--- src/rtl/match_referee_pkg.sv ---
// Shared definitions for the match referee: FSM encoding, side constants and
// default match rules.
package match_pkg;

    typedef enum logic [2:0] {
        ST_IDLE  = 3'd0,
        ST_SERVE = 3'd1,
        ST_RALLY = 3'd2,
        ST_PAUSE = 3'd3,
        ST_OVER  = 3'd4
    } state_t;

    localparam logic SIDE_P1 = 1'b0;
    localparam logic SIDE_P2 = 1'b1;

    localparam int DEF_WIN_POINTS  = 15;
    localparam int DEF_MAX_TOUCHES = 3;

    // Touch counters must hold MAX_TOUCHES+1 for the largest legal limit (7).
    localparam int CNT_W = 4;

endpackage

--- src/rtl/match_referee_pause.sv ---
// Post-point pause countdown: load starts a PAUSE_CYCLES-long wait, done is
// high in the final cycle of that wait.
module pause_timer #(
    parameter int PAUSE_CYCLES = 65_000_000
) (
    input  logic clk_i,
    input  logic rst_ni,
    input  logic load_i,
    input  logic clear_i,
    output logic done_o
);

    localparam int W = $clog2(PAUSE_CYCLES + 1);

    logic [W-1:0] cnt_q;
    logic [W-1:0] cnt_d;

    always_comb begin
        cnt_d = cnt_q;
        if (clear_i) begin
            cnt_d = '0;
        end else if (load_i) begin
            cnt_d = W'(PAUSE_CYCLES);
        end else if (cnt_q != '0) begin
            cnt_d = cnt_q - 1'b1;
        end
    end

    always_ff @(posedge clk_i or negedge rst_ni) begin
        if (!rst_ni) begin
            cnt_q <= '0;
        end else begin
            cnt_q <= cnt_d;
        end
    end

    assign done_o = (cnt_q == W'(1));

endmodule

--- src/rtl/match_referee.sv ---
// Volleyball-style match referee: serve, rally touch limits, ground faults,
// rally-point scoring and win detection. Define MATCH_REFEREE_WIN_BY_TWO_EN to
// require a two-point lead to win.
module match_referee
    import match_pkg::*;
#(
    parameter int SCORE_W      = 5,
    parameter int WIN_POINTS   = DEF_WIN_POINTS,
    parameter int MAX_TOUCHES  = DEF_MAX_TOUCHES,
    parameter int PAUSE_CYCLES = 65_000_000,
    parameter int NET_X        = 512
) (
    input  logic               pclk,
    input  logic               rst,
    input  logic               new_game,
    input  logic               pl1_col,
    input  logic               pl2_col,
    input  logic               gnd_col,
    input  logic [11:0]        ball_xpos,
    output logic [SCORE_W-1:0] score_p1,
    output logic [SCORE_W-1:0] score_p2,
    output logic               serve_side,
    output logic               ball_reset,
    output logic               point_flag,
    output logic               over_touch,
    output logic               game_over,
    output logic               winner,
    output logic [2:0]         state_o
);

    localparam logic [SCORE_W-1:0] SCORE_MAX = '1;

    state_t             state_q, state_d;
    logic [SCORE_W-1:0] score1_q, score1_d, score2_q, score2_d;
    logic [CNT_W-1:0]   cnt1_q, cnt1_d, cnt2_q, cnt2_d;
    logic               serve_q, serve_d;
    logic               point_q, point_d, over_q, over_d;

    logic               pause_load, pause_clear, pause_done;
    logic               award, award_side;
    logic               touch1, touch2;
    logic               win_c;
    logic [SCORE_W-1:0] win_score;

    pause_timer #(
        .PAUSE_CYCLES(PAUSE_CYCLES)
    ) u_pause (
        .clk_i  (pclk),
        .rst_ni (rst),
        .load_i (pause_load),
        .clear_i(pause_clear),
        .done_o (pause_done)
    );

    // A double touch in one cycle is ambiguous and is recorded for neither side.
    assign touch1 = pl1_col & ~pl2_col;
    assign touch2 = pl2_col & ~pl1_col;

    // serve_q doubles as the last point winner, which is who can have just won.
    assign win_score = (serve_q == SIDE_P1) ? score1_q : score2_q;

`ifdef MATCH_REFEREE_WIN_BY_TWO_EN
    logic [SCORE_W-1:0] lose_score;
    assign lose_score = (serve_q == SIDE_P1) ? score2_q : score1_q;
    assign win_c = ((win_score >= SCORE_W'(WIN_POINTS)) &&
                    ({1'b0, win_score} >= ({1'b0, lose_score} + (SCORE_W+1)'(2)))) ||
                   ((win_score == SCORE_MAX) && (win_score > lose_score));
`else
    assign win_c = (win_score >= SCORE_W'(WIN_POINTS));
`endif

    always_ff @(posedge pclk or negedge rst) begin
        if (!rst) begin
            state_q <= ST_IDLE;
        end else begin
            state_q <= state_d;
        end
    end

    always_comb begin
        state_d     = state_q;
        score1_d    = score1_q;
        score2_d    = score2_q;
        cnt1_d      = cnt1_q;
        cnt2_d      = cnt2_q;
        serve_d     = serve_q;
        point_d     = 1'b0;
        over_d      = 1'b0;
        pause_load  = 1'b0;
        pause_clear = 1'b0;
        award       = 1'b0;
        award_side  = SIDE_P1;
        if (new_game) begin
            state_d     = ST_SERVE;
            score1_d    = '0;
            score2_d    = '0;
            cnt1_d      = '0;
            cnt2_d      = '0;
            serve_d     = SIDE_P1;
            pause_clear = 1'b1;
        end else begin
            unique case (state_q)
                ST_IDLE: state_d = ST_IDLE;
                ST_SERVE: begin
                    if (!gnd_col && serve_q == SIDE_P1 && touch1) begin
                        cnt1_d  = CNT_W'(1);
                        cnt2_d  = '0;
                        state_d = ST_RALLY;
                    end else if (!gnd_col && serve_q == SIDE_P2 && touch2) begin
                        cnt1_d  = '0;
                        cnt2_d  = CNT_W'(1);
                        state_d = ST_RALLY;
                    end
                end
                ST_RALLY: begin
                    if (gnd_col) begin
                        award      = 1'b1;
                        award_side = (ball_xpos < 12'(NET_X)) ? SIDE_P2 : SIDE_P1;
                    end else if (touch1) begin
                        if (cnt1_q == CNT_W'(MAX_TOUCHES)) begin
                            award      = 1'b1;
                            award_side = SIDE_P2;
                            over_d     = 1'b1;
                        end else begin
                            cnt1_d = cnt1_q + 1'b1;
                            cnt2_d = '0;
                        end
                    end else if (touch2) begin
                        if (cnt2_q == CNT_W'(MAX_TOUCHES)) begin
                            award      = 1'b1;
                            award_side = SIDE_P1;
                            over_d     = 1'b1;
                        end else begin
                            cnt2_d = cnt2_q + 1'b1;
                            cnt1_d = '0;
                        end
                    end
                end
                ST_PAUSE: begin
                    if (pause_done) begin
                        state_d = win_c ? ST_OVER : ST_SERVE;
                    end
                end
                ST_OVER: state_d = ST_OVER;
                default: state_d = ST_IDLE;
            endcase
            if (award) begin
                point_d    = 1'b1;
                serve_d    = award_side;
                cnt1_d     = '0;
                cnt2_d     = '0;
                state_d    = ST_PAUSE;
                pause_load = 1'b1;
                if (award_side == SIDE_P1) begin
                    if (score1_q != SCORE_MAX) score1_d = score1_q + 1'b1;
                end else begin
                    if (score2_q != SCORE_MAX) score2_d = score2_q + 1'b1;
                end
            end
        end
    end

    always_ff @(posedge pclk or negedge rst) begin
        if (!rst) begin
            score1_q <= '0;
            score2_q <= '0;
            cnt1_q   <= '0;
            cnt2_q   <= '0;
            serve_q  <= SIDE_P1;
            point_q  <= 1'b0;
            over_q   <= 1'b0;
        end else begin
            score1_q <= score1_d;
            score2_q <= score2_d;
            cnt1_q   <= cnt1_d;
            cnt2_q   <= cnt2_d;
            serve_q  <= serve_d;
            point_q  <= point_d;
            over_q   <= over_d;
        end
    end

    always_comb begin
        ball_reset = (state_q != ST_RALLY);
        game_over  = (state_q == ST_OVER);
        winner     = (state_q == ST_OVER) ? serve_q : 1'b0;
        score_p1   = score1_q;
        score_p2   = score2_q;
        serve_side = serve_q;
        point_flag = point_q;
        over_touch = over_q;
        state_o    = state_q;
    end

endmodule

--- config.mk ---
export PLATFORM = sky130hd
export DESIGN_NAME = match_referee
export DESIGN_NICKNAME = d
export VERILOG_FILES = /design/src/rtl/match_referee_pkg.sv /design/src/rtl/match_referee_pause.sv /design/src/rtl/match_referee.sv
export SDC_FILE = /design/constraint.sdc
export NUM_CORES = 1
export LEC_CHECK = 0
export CAP_MARGIN = 20
export CORE_ASPECT_RATIO = 0.5
export CORE_MARGIN = 2
export CORE_UTILIZATION = 25
export DETAILED_ROUTE_END_ITERATION = 12
export PLACE_DENSITY = 0.47
export SLEW_MARGIN = 5
export SYNTH_ARGS = -nofsm -noshare
export SYNTH_HDL_FRONTEND = slang
export SYNTH_HIERARCHICAL = 1
export SYNTH_SLANG_ARGS = --single-unit
--- constraint.sdc ---
create_clock -name pclk -period 2.8 [get_ports pclk]
set_clock_uncertainty 0.15 [all_clocks]
set_input_delay 0.7 -clock pclk [delete_from_list [all_inputs] [get_ports pclk]]
set_output_delay 0.7 -clock pclk [all_outputs]
set_load 0.03 [all_outputs]
==> results of run 1 <==
==> where the power goes <==
| group | internal [mW] | leakage (nW) | total [mW] | switching (mW) |
|---|---|---|---|---|
| Clock | 0.328 | 0.0640 | 0.589 | 0.261 |
| Sequential | 0.825 | 0.680 | 0.950 | 0.125 |
| Combinational | 0.548 | 0.825 | 1.23 | 0.684 |
==> state kept, by name, summed over array words and instances (netlist names) <==
signal / cells
u_pause/cnt_q: 26
cnt1_q: 4
cnt2_q: 4
state_o: 3
score_p1: 5
point_flag: 1
over_touch: 1
score_p2: 5
serve_side: 1
==> worst paths after layout <==
path                                     end             start  depth (start not counted)
max                                   winner        state_o[1]                          3
min                        u_pause/cnt_q[19]               rst                          1
max reg2reg                 u_pause/cnt_q[7]  u_pause/cnt_q[0]                          9
min reg2reg                        cnt1_q[3]         cnt1_q[3]                          1
max in group asynchronous         serve_side               rst                          2
min in group pclk                  cnt1_q[3]         cnt1_q[3]                          1
==> layout make-up <==
type	instances	area (sq um)	area share
inverter	10	37.5	0.00994
clock buffer	7	133	0.0351
multi-input combinational	248	1640	0.435
timing repair buffer	54	505	0.134
tap	165	206	0.0547
sequential	50	1250	0.331
==> metal layers <==
metal | up-vias | share of wire
li1 | 1276 | -
met1 | 1217 | 0.50
met2 | 22 | 0.46
met5 | - | 0
met4 | 0 | 0.010
met3 | 5 | 0.027
==> worst max-delay path: stages (launching register included) <==
cell,delay [ns]
dfrtp_1,0.38
nor3b_1,0.34
and2_1,0.18
clkdlybuf4s50_1,0.66
==> kinds of logic (layout without fill, tap and decap cells) <==
kind of cell             after synthesis  count (layout)  synth area share
XOR/XNOR                              22              22            0.0646
buffers and inverters                 20              71            0.0298
flip-flops                            50              50             0.419
multiplexers                           4               4            0.0138
AO/OA/AOI/OAI                         69              69             0.161
adder cells (fa/ha/maj)                8               8            0.0335
AND/OR/NAND/NOR                      145             145             0.278
==> metrics by stage <==
stage	instance area [sq um]	TNS, ns	util	setup WS, ns	total power [mW]
2_1_floorplan	2980	0	-	0.0213	1.82
3_3_place_gp	3640	-0.106	0.311	-0.0450	2.18
3_5_place_dp	3640	0	0.311	0.00131	2.19
4_1_cts	3780	0	0.322	0.0602	2.80
5_1_grt	3780	0	0.322	0.00112	2.98
6_report	3780	0	0.322	0.100	2.77
==> Yosys cell counts (4+ instances only) <==
cell type / number / share of area
and3_1: 6 / 0.013
nand2_1: 20 / 0.025
a21oi_1: 22 / 0.037
a211oi_1: 6 / 0.015
xor2_1: 11 / 0.032
o21ai_1: 7 / 0.012
clkbuf_1: 6 / 0.0075
nor4_1: 9 / 0.019
o21ai_0: 7 / 0.012
ha_1: 8 / 0.034
inv_1: 9 / 0.011
nor2b_1: 5 / 0.010
nand3_1: 13 / 0.022
nand2b_1: 6 / 0.013
nor2_1: 39 / 0.049
or4_1: 4 / 0.010
xnor2_1: 11 / 0.032
nor3_1: 15 / 0.025
dfrtp_1: 50 / 0.42
==> summary.txt, run 1 <==
Cells and area
  • Share of layout cells above drive strength 1: 0.144
  • Layout Cells excl Fill: 534
  • Nets: 395
  • Number of fill cells in the layout: 1256
  • Area added between synthesis and finish: 26.6%
  • Commonest non-fill, non-tap cell in the layout: dfrtp_1
  • Antenna cells: 0
  • Most frequent cells in the layout: dfrtp_1, nor2_1, clkdlybuf4s50_1

Route
  • Final ANT Viol Nets: 0
  • Drt first-iter violations: 206
  • Drc violations: 0
  • Final WL: 7.41 mm
  • DR vias/cell: 4.72
  • Wire per inst: 13.9 um
  • First-pass DRT Iterations: 4
  • DR vias: 2520

Setup path
  • Critical Path RT: 1.95 ns
  • Worst Path Arrival: 1.85 ns
  • Crit path kind: reg2out
  • Startpoint Class: flop
  • Worst Setup End Kind: output port
  • R2r setup slk: 0.42 ns
  • Crit path max fanout: 3

Yosys
  • Mean Syn Cell Area: 9.38 sq um
  • Post-synthesis sequential area ratio: 0.419
  • Syn_nets: 344
  • Fraction of registers with async set/reset: 1.00
  • Distinct cell type count after synthesis: 67
  • Cell count after synthesis: 318
  • #FFs+latches synth: 50
  • Dominant synthesized flop cell: dfrtp_1
  • EDFF count, synth: 0
  • Mapped Area: 2980 sq um
  • Synth warnings: 6

Floorplanning
  • CORE AREA: 11700 sq um
  • Die area: 12900 sq um
  • Initial Util: 0.254
  • Die Width: 159 um
  • Row cnt: 28
  • Top Ports: 37
  • Die span in y: 81.3 um

Pwr
  • Pleak: 1.57 nW
  • PwrDens: 734 nW/um^2
  • VDD IR max: 0.000274 V

CTS
  • H-tree levels: 2
  • Clk Latency, worst-skew pair: 0.29 ns
  • Root buffer cell: clkbuf_16
  • Post-CTS Setup Inserts: 0
  • Maximum clock insertion buffer count: 2
  • CTS tree: done
  • Clock sink count: 50
  • Clock transition at path regs: 0.06 ns
  • Cts repair resizes: 0
  • Hold-fix buffers, CTS: 0
  • Num CTS Buffers: 5

GRT
  • Global-route wire length before repair: 12.4 mm
  • Vias in the first global route: 2473
  • Met3 usage: 0.0299
  • Initial antenna violation count: 0
  • Met2 usage: 0.207
  • Gr usage total: 0.125
  • Largest net degree at the start of global routing: 31
  • Total grt overflow: 0
  • GR Util met1: 0.163
  • GRT Max-Usage Layer: met2

Placement
  • DP HPWL: 5.48 mm
  • Final GP Congestion: 0.788
  • Inst Count DP: 527
  • Input/output buffers: 27

STA
  • RSZ-0062 raised after global routing: no
  • Fmax: 0.370 GHz
  • Relative slew slack: 0.603
  • WHS: 0.238 ns
  • Crit path time final: 2.70 ns
  • Fin. Hold Viols: 0
  • Worst-Margin Slew: 0.594 ns
  • Final Max Tran Viols: 0
  • Endpoints failing setup: 0
  • Period utilization: 0.964

Flow run
  • Max-cap viol count: 0

Run status
  • Status: completed

Worst hold path
  • Min-Delay Path Class: in2async
No activity file was read; power rests on OpenSTA's default activity.
==> run 2, diff against run 1 <==
Settings changed: CORE_MARGIN 2 to 1.
==> run 2 against run 1 <==
Effect of this change:
- via count grew 4.7%
- register-to-register slack lost 0.12 ns
- global-route usage rose by 0.25 points
- largest cell class unchanged
- non-clock buffer count grew 1
- critical path type unchanged
- clock-buffer cell count unchanged
- clock power up 4.6%
- worst setup slack improved by 0.0046 ns
- cell count decreased by 0.75%
- first-iteration DRC count down 44%
- sequential share of layout area about the same
- design area about the same
==> summary.txt, run 2 (synthesized netlist as in run 1, its figures left out) <==
STA
  • Worst-Margin Slew: 0.609 ns (+0.0143 ns)
  • Fmax: 0.371 GHz (+0.17%)
  • Final Max Tran Viols: 0 (unchanged)
  • Fin. Hold Viols: 0 (unchanged)
  • Relative slew slack: 0.594 (-0.00953)
  • Fin Setup TNS: 0 ns (unchanged)
  • Period utilization: 0.962 (-0.00164)
  • RSZ-0062 raised after global routing: no
  • Crit path time final: 2.69 ns (-0.00459 ns)
  • Endpoints failing setup: 0 (unchanged)

Cells and area
  • Max reg flops: 26 (unchanged)
  • Area added between synthesis and finish: 26.7% (about the same)
  • Commonest non-fill, non-tap cell in the layout: dfrtp_1
  • Multi-input gate area: 1640 sq um (unchanged)
  • Antenna cells: 0 (unchanged)
  • Design area: 3780 sq um (about the same)
  • Number of fill cells in the layout: 1165 (-7.2%)
  • Most frequent cells in the layout: dfrtp_1, nor2_1, clkdlybuf4s50_1, buf_4, a21oi_1
  • Largest register by flop count: u_pause/cnt_q
  • Register area: 1250 sq um (unchanged)
  • Share of layout cells above drive strength 1: 0.151 (+0.00731)
  • Nets: 396 (+0.25%)

Setup path
  • Crit path max fanout: 3 (unchanged)
  • Crit path kind: reg2out
  • Worst Setup End Kind: output port
  • Worst Path Arrival: 1.84 ns (about the same)
  • Critical Path RT: 1.95 ns (about the same)
  • Startpoint Class: flop

CTS
  • Post-CTS Setup Inserts: 0 (unchanged)
  • Root buffer cell: clkbuf_16
  • Num CTS Buffers: 5 (unchanged)
  • H-tree levels: 2 (unchanged)
  • CTS tree: done
  • Cts repair resizes: 0 (unchanged)
  • Clock transition at path regs: 0.07 ns (about the same)
  • Clk Latency, worst-skew pair: 0.29 ns (about the same)
  • Maximum clock insertion buffer count: 2 (unchanged)
  • Clock sink count: 50 (unchanged)
  • Hold-fix buffers, CTS: 0 (unchanged)

GRT
  • Global-route wire length before repair: 12.2 mm (-0.96%)
  • Initial antenna violation count: 0 (unchanged)
  • Vias in the first global route: 2571 (+4.0%)
  • Largest net degree at the start of global routing: 33 (+6.5%)
  • Gr usage total: 0.127 (+0.00249)
  • Total grt overflow: 0 (unchanged)

Route
  • Final ANT Viol Nets: 0 (unchanged)
  • DR vias: 2639 (+4.7%)
  • Final WL: 7.62 mm (+2.8%)
  • Wire per inst: 14.4 um (+3.6%)
  • First-pass DRT Iterations: 4 (unchanged)
  • Drc violations: 0 (unchanged)
  • DR vias/cell: 4.98 (+5.5%)
  • Drt first-iter violations: 115 (-44%)

Placement
  • DP HPWL: 5.58 mm (+1.8%)
  • Input/output buffers: 27 (unchanged)
  • Final GP Congestion: 0.789 (+0.16%)
  • Dpl cell area: 3630 sq um (-0.34%)

Pwr
  • Design Power: 2.83 mW (+2.1%)
  • VDD IR max: 0.000300 V (+9.6%)
  • PwrDens: 749 nW/um^2 (+2.1%)
  • Pleak: 1.58 nW (+0.60%)

Run status
  • Status: completed

Floorplanning
  • Die area: 12400 sq um (-3.7%)
  • CORE AREA: 11300 sq um (-3.6%)
  • Initial Util: 0.264 (+0.00942)
  • Die span in y: 79.3 um (-2.5%)
  • Top Ports: 37 (unchanged)
  • Die Width: 157 um (-1.3%)
  • Row cnt: 27 (-3.6%)

Worst hold path
  • Min-Delay Path Class: in2async

Flow run
  • Max-cap viol count: 0 (unchanged)
[run 2: cell count changes in the layout (fill, tap and decap cells not counted), sizes merged]
cell    change
buf         +1
clkinv      +1
[run 2: critical path, cell delays in order, from the launching register on]
cell and delay [ns]:
dfrtp_1 0.37, nor3b_1 0.34, and2_1 0.18, clkdlybuf4s50_1 0.66
[run 2: final timing paths]
path                       cells past startpoint  slack (ns)           endpoint              from
setup / recovery                               3        0.11             winner        state_o[1]
hold / removal                                 1        0.22          cnt2_q[0]               rst
setup reg to reg                               9        0.30   u_pause/cnt_q[3]  u_pause/cnt_q[0]
hold reg to reg                                1        0.34          cnt1_q[3]         cnt1_q[3]
max in group asynchronous                      2        1.74  u_pause/cnt_q[12]               rst
min in group pclk                              1        0.34          cnt1_q[3]         cnt1_q[3]
[run 2: report_power, final]
part           internal [mW]  total, mW  switching, mW
Sequential             0.825      0.951          0.126
Clock                  0.355      0.616          0.261
Combinational          0.550       1.26          0.714
[run 2: final cells by class]
type	instances	share of cell area
clock buffer	7	0.0377
clock inverter	1	0.00132
inverter	10	0.00993
multi-input combinational	248	0.435
sequential	50	0.331
tap	159	0.0526
timing repair buffer	55	0.132
[run 2: per-layer routing]
layer / vias up / GRT usage / wire (um)
li1: 1267 / - / -
met1: 1315 / 0.151 / 3630
met2: 50 / 0.228 / 3660
met3: 7 / 0.0322 / 257
met4: 0 / 0.0373 / 74
met5: - / 0 / 0
[run 2: stage by stage]
step,cells,hold WS [ns],util,setup WS (ns)
2_1_floorplan,318,0.254,-,0.0213
3_3_place_gp,522,0.314,0.321,0.0588
4_1_cts,530,0.241,0.334,0.0681
5_1_grt,530,0.251,0.334,0.0194
3_5_place_dp,522,0.319,0.321,-0.0399
6_report,530,0.222,0.334,0.105
==> run 3, diff against run 2 <==
Settings changed: CTS_CLUSTER_DIAMETER from default to 100, MAX_ROUTING_LAYER from default to met4, PLACE_DENSITY 0.47 to default, PLACE_DENSITY_LB_ADDON from default to 0.2.
==> run 3 against run 2 <==
Effect of this change:
- cell count stayed put
- worst hold slack better by 0.11 ns
- register-to-register slack worse by 0.02 ns
- sequential cell count stayed put
==> summary.txt, run 3 (synthesized netlist as in run 1, its figures left out) <==
CTS
  • Maximum clock insertion buffer count: 2 (unchanged)
  • Clk Latency, worst-skew pair: 0.29 ns (about the same)
  • Clock sink count: 50 (unchanged)
  • Post-CTS Setup Inserts: 0 (unchanged)
  • Clock transition at path regs: 0.06 ns (about the same)
  • H-tree levels: 2 (unchanged)
  • Num CTS Buffers: 5 (unchanged)
  • Root buffer cell: clkbuf_16
  • CTS tree: done

STA
  • Period utilization: 0.959 (-0.00387)
  • Final Max Tran Viols: 0 (unchanged)
  • Endpoints failing setup: 0 (unchanged)
  • Crit path time final: 2.68 ns (-0.0108 ns)
  • Fmax: 0.373 GHz (+0.40%)
  • RSZ-0062 raised after global routing: no
  • Worst-Margin Slew: 0.674 ns (+0.0651 ns)
  • WHS: 0.330 ns (+0.107 ns)
  • Fin. Hold Viols: 0 (unchanged)
  • Fin Setup TNS: 0 ns (unchanged)
  • Relative slew slack: 0.551 (-0.0426)

Setup path
  • Crit path kind: reg2out
  • Startpoint Class: flop
  • Crit path max fanout: 11 (+8)
  • Critical Path RT: 1.95 ns (about the same)
  • Worst Path Arrival: 1.83 ns (about the same)
  • Worst Setup End Kind: output port

Pwr
  • Internal power: 1.70 mW (-2.0%)
  • Psw: 1.09 mW (-0.78%)
  • Switching share of power: 0.392 (+0.00291)
  • PwrDens: 740 nW/um^2 (-1.2%)
  • Pleak: 1.57 nW (-0.57%)
  • VDD IR max: 0.000264 V (-12%)
  • Sequential share of power: 0.342 (+0.006)
  • Clock power share: 0.211 (-0.007)
  • Logic gate share of total power: 0.447 (about the same)
  • Design Power: 2.79 mW (-1.5%)

Floorplanning
  • Die Width: 157 um (unchanged)
  • Row cnt: 27 (unchanged)
  • Die area: 12400 sq um (unchanged)
  • Top Ports: 37 (unchanged)
  • Die span in y: 79.3 um (unchanged)
  • CORE AREA: 11300 sq um (unchanged)
  • Initial Util: 0.264 (unchanged)

Cells and area
  • Most frequent cells in the layout: dfrtp_1, nor2_1, buf_4
  • Nets: 397 (+0.25%)
  • Share of layout cells above drive strength 1: 0.154 (+0.00270)
  • Area added between synthesis and finish: 26.3%
  • Antenna cells: 0 (unchanged)
  • Max reg flops: 26 (unchanged)
  • Largest register by flop count: u_pause/cnt_q
  • Design area: 3770 sq um (-0.30%)
  • Final core occ: 0.333 (-0.000995)
  • Commonest non-fill, non-tap cell in the layout: dfrtp_1

GRT
  • Vias in the first global route: 2563 (-0.31%)
  • Global-route wire length before repair: 12.7 mm (+3.8%)
  • Initial antenna violation count: 0 (unchanged)
  • Gr usage total: 0.133 (+0.00565)
  • Largest net degree at the start of global routing: 51 (+55%)
  • Total grt overflow: 0 (unchanged)

Route
  • Wire per inst: 14.0 um (-2.9%)
  • Final ANT Viol Nets: 0 (unchanged)
  • DR vias/cell: 4.89 (-1.7%)
  • Drc violations: 0 (unchanged)
  • First-pass DRT Iterations: 4 (unchanged)
  • Final WL: 7.39 mm (-2.9%)
  • DR vias: 2593 (-1.7%)
  • Drt first-iter violations: 191 (+66%)

Placement
  • Input/output buffers: 27 (unchanged)
  • Final GP Congestion: 0.828 (+4.9%)
  • DP HPWL: 5.44 mm (-2.6%)
  • Dpl cell area: 3630 sq um (-0.14%)

Run status
  • Status: completed

Worst hold path
  • Min-Delay Path Class: reg2reg

Flow run
  • Max-cap viol count: 0 (unchanged)
==> run 3: worst max-delay path, cell delays in order (launching register included) <==
cell	delay (ns)
dfrtp_1	0.36
buf_4	0.18
nor3b_4	0.32
inv_2	0.07
clkdlybuf4s50_1	0.60
==> run 3: per-layer routing <==
layer / up-vias / share of wire / global-route usage
met2: 49 / 0.47 / 0.221
met4: 0 / 0.012 / 0.0392
met3: 11 / 0.026 / 0.0235
met5: - / 0 / -
li1: 1280 / - / -
met1: 1253 / 0.49 / 0.166
==> run 3: repair_timing <==
action / 4_1_cts / 5_1_grt
hold buffers: 0 / 0
endpoints found under the setup margin: 0 / 1
gates resized for setup: 0 / 1
==> run 3: path summary, 6_finish.rpt <==
kind,slack (ns),start,cells after the start,end
hold reg to reg,0.33,cnt1_q[3],1,cnt1_q[3]
hold / removal,0.33,cnt1_q[3],1,cnt1_q[3]
max in group asynchronous,1.67,rst,2,u_pause/cnt_q[19]
min in group asynchronous,0.37,rst,2,score_p1[0]
setup reg to reg,0.28,u_pause/cnt_q[0],8,u_pause/cnt_q[24]
setup / recovery,0.12,state_o[1],4,ball_reset
==> run 3: through the flow <==
step                      instances  setup WS (ns)
after floorplan                 318         0.0213
after global placement          523         0.0709
after detailed placement        523         0.0451
after CTS                       530         0.0147
after global routing            530         0.0127
final                           530          0.116
==> run 3: final cells by class <==
class                      instances  area, sq um
clock buffer                       6          129
clock inverter                     1         7.51
fill                            1160         7550
timing repair buffer              56          495
multi-input combinational        248         1650
tap                              159          199
sequential                        50         1250
inverter                          10         37.5
==> run 3: power by group through the flow <==
stage	Clock [mW]	Combinational [mW]	Sequential, mW
2_1_floorplan	0	0.870	0.948
3_3_place_gp	0	1.22	0.958
3_5_place_dp	0	1.24	0.961
4_1_cts	0.617	1.24	0.951
5_1_grt	0.648	1.39	0.971
6_report	0.589	1.25	0.953
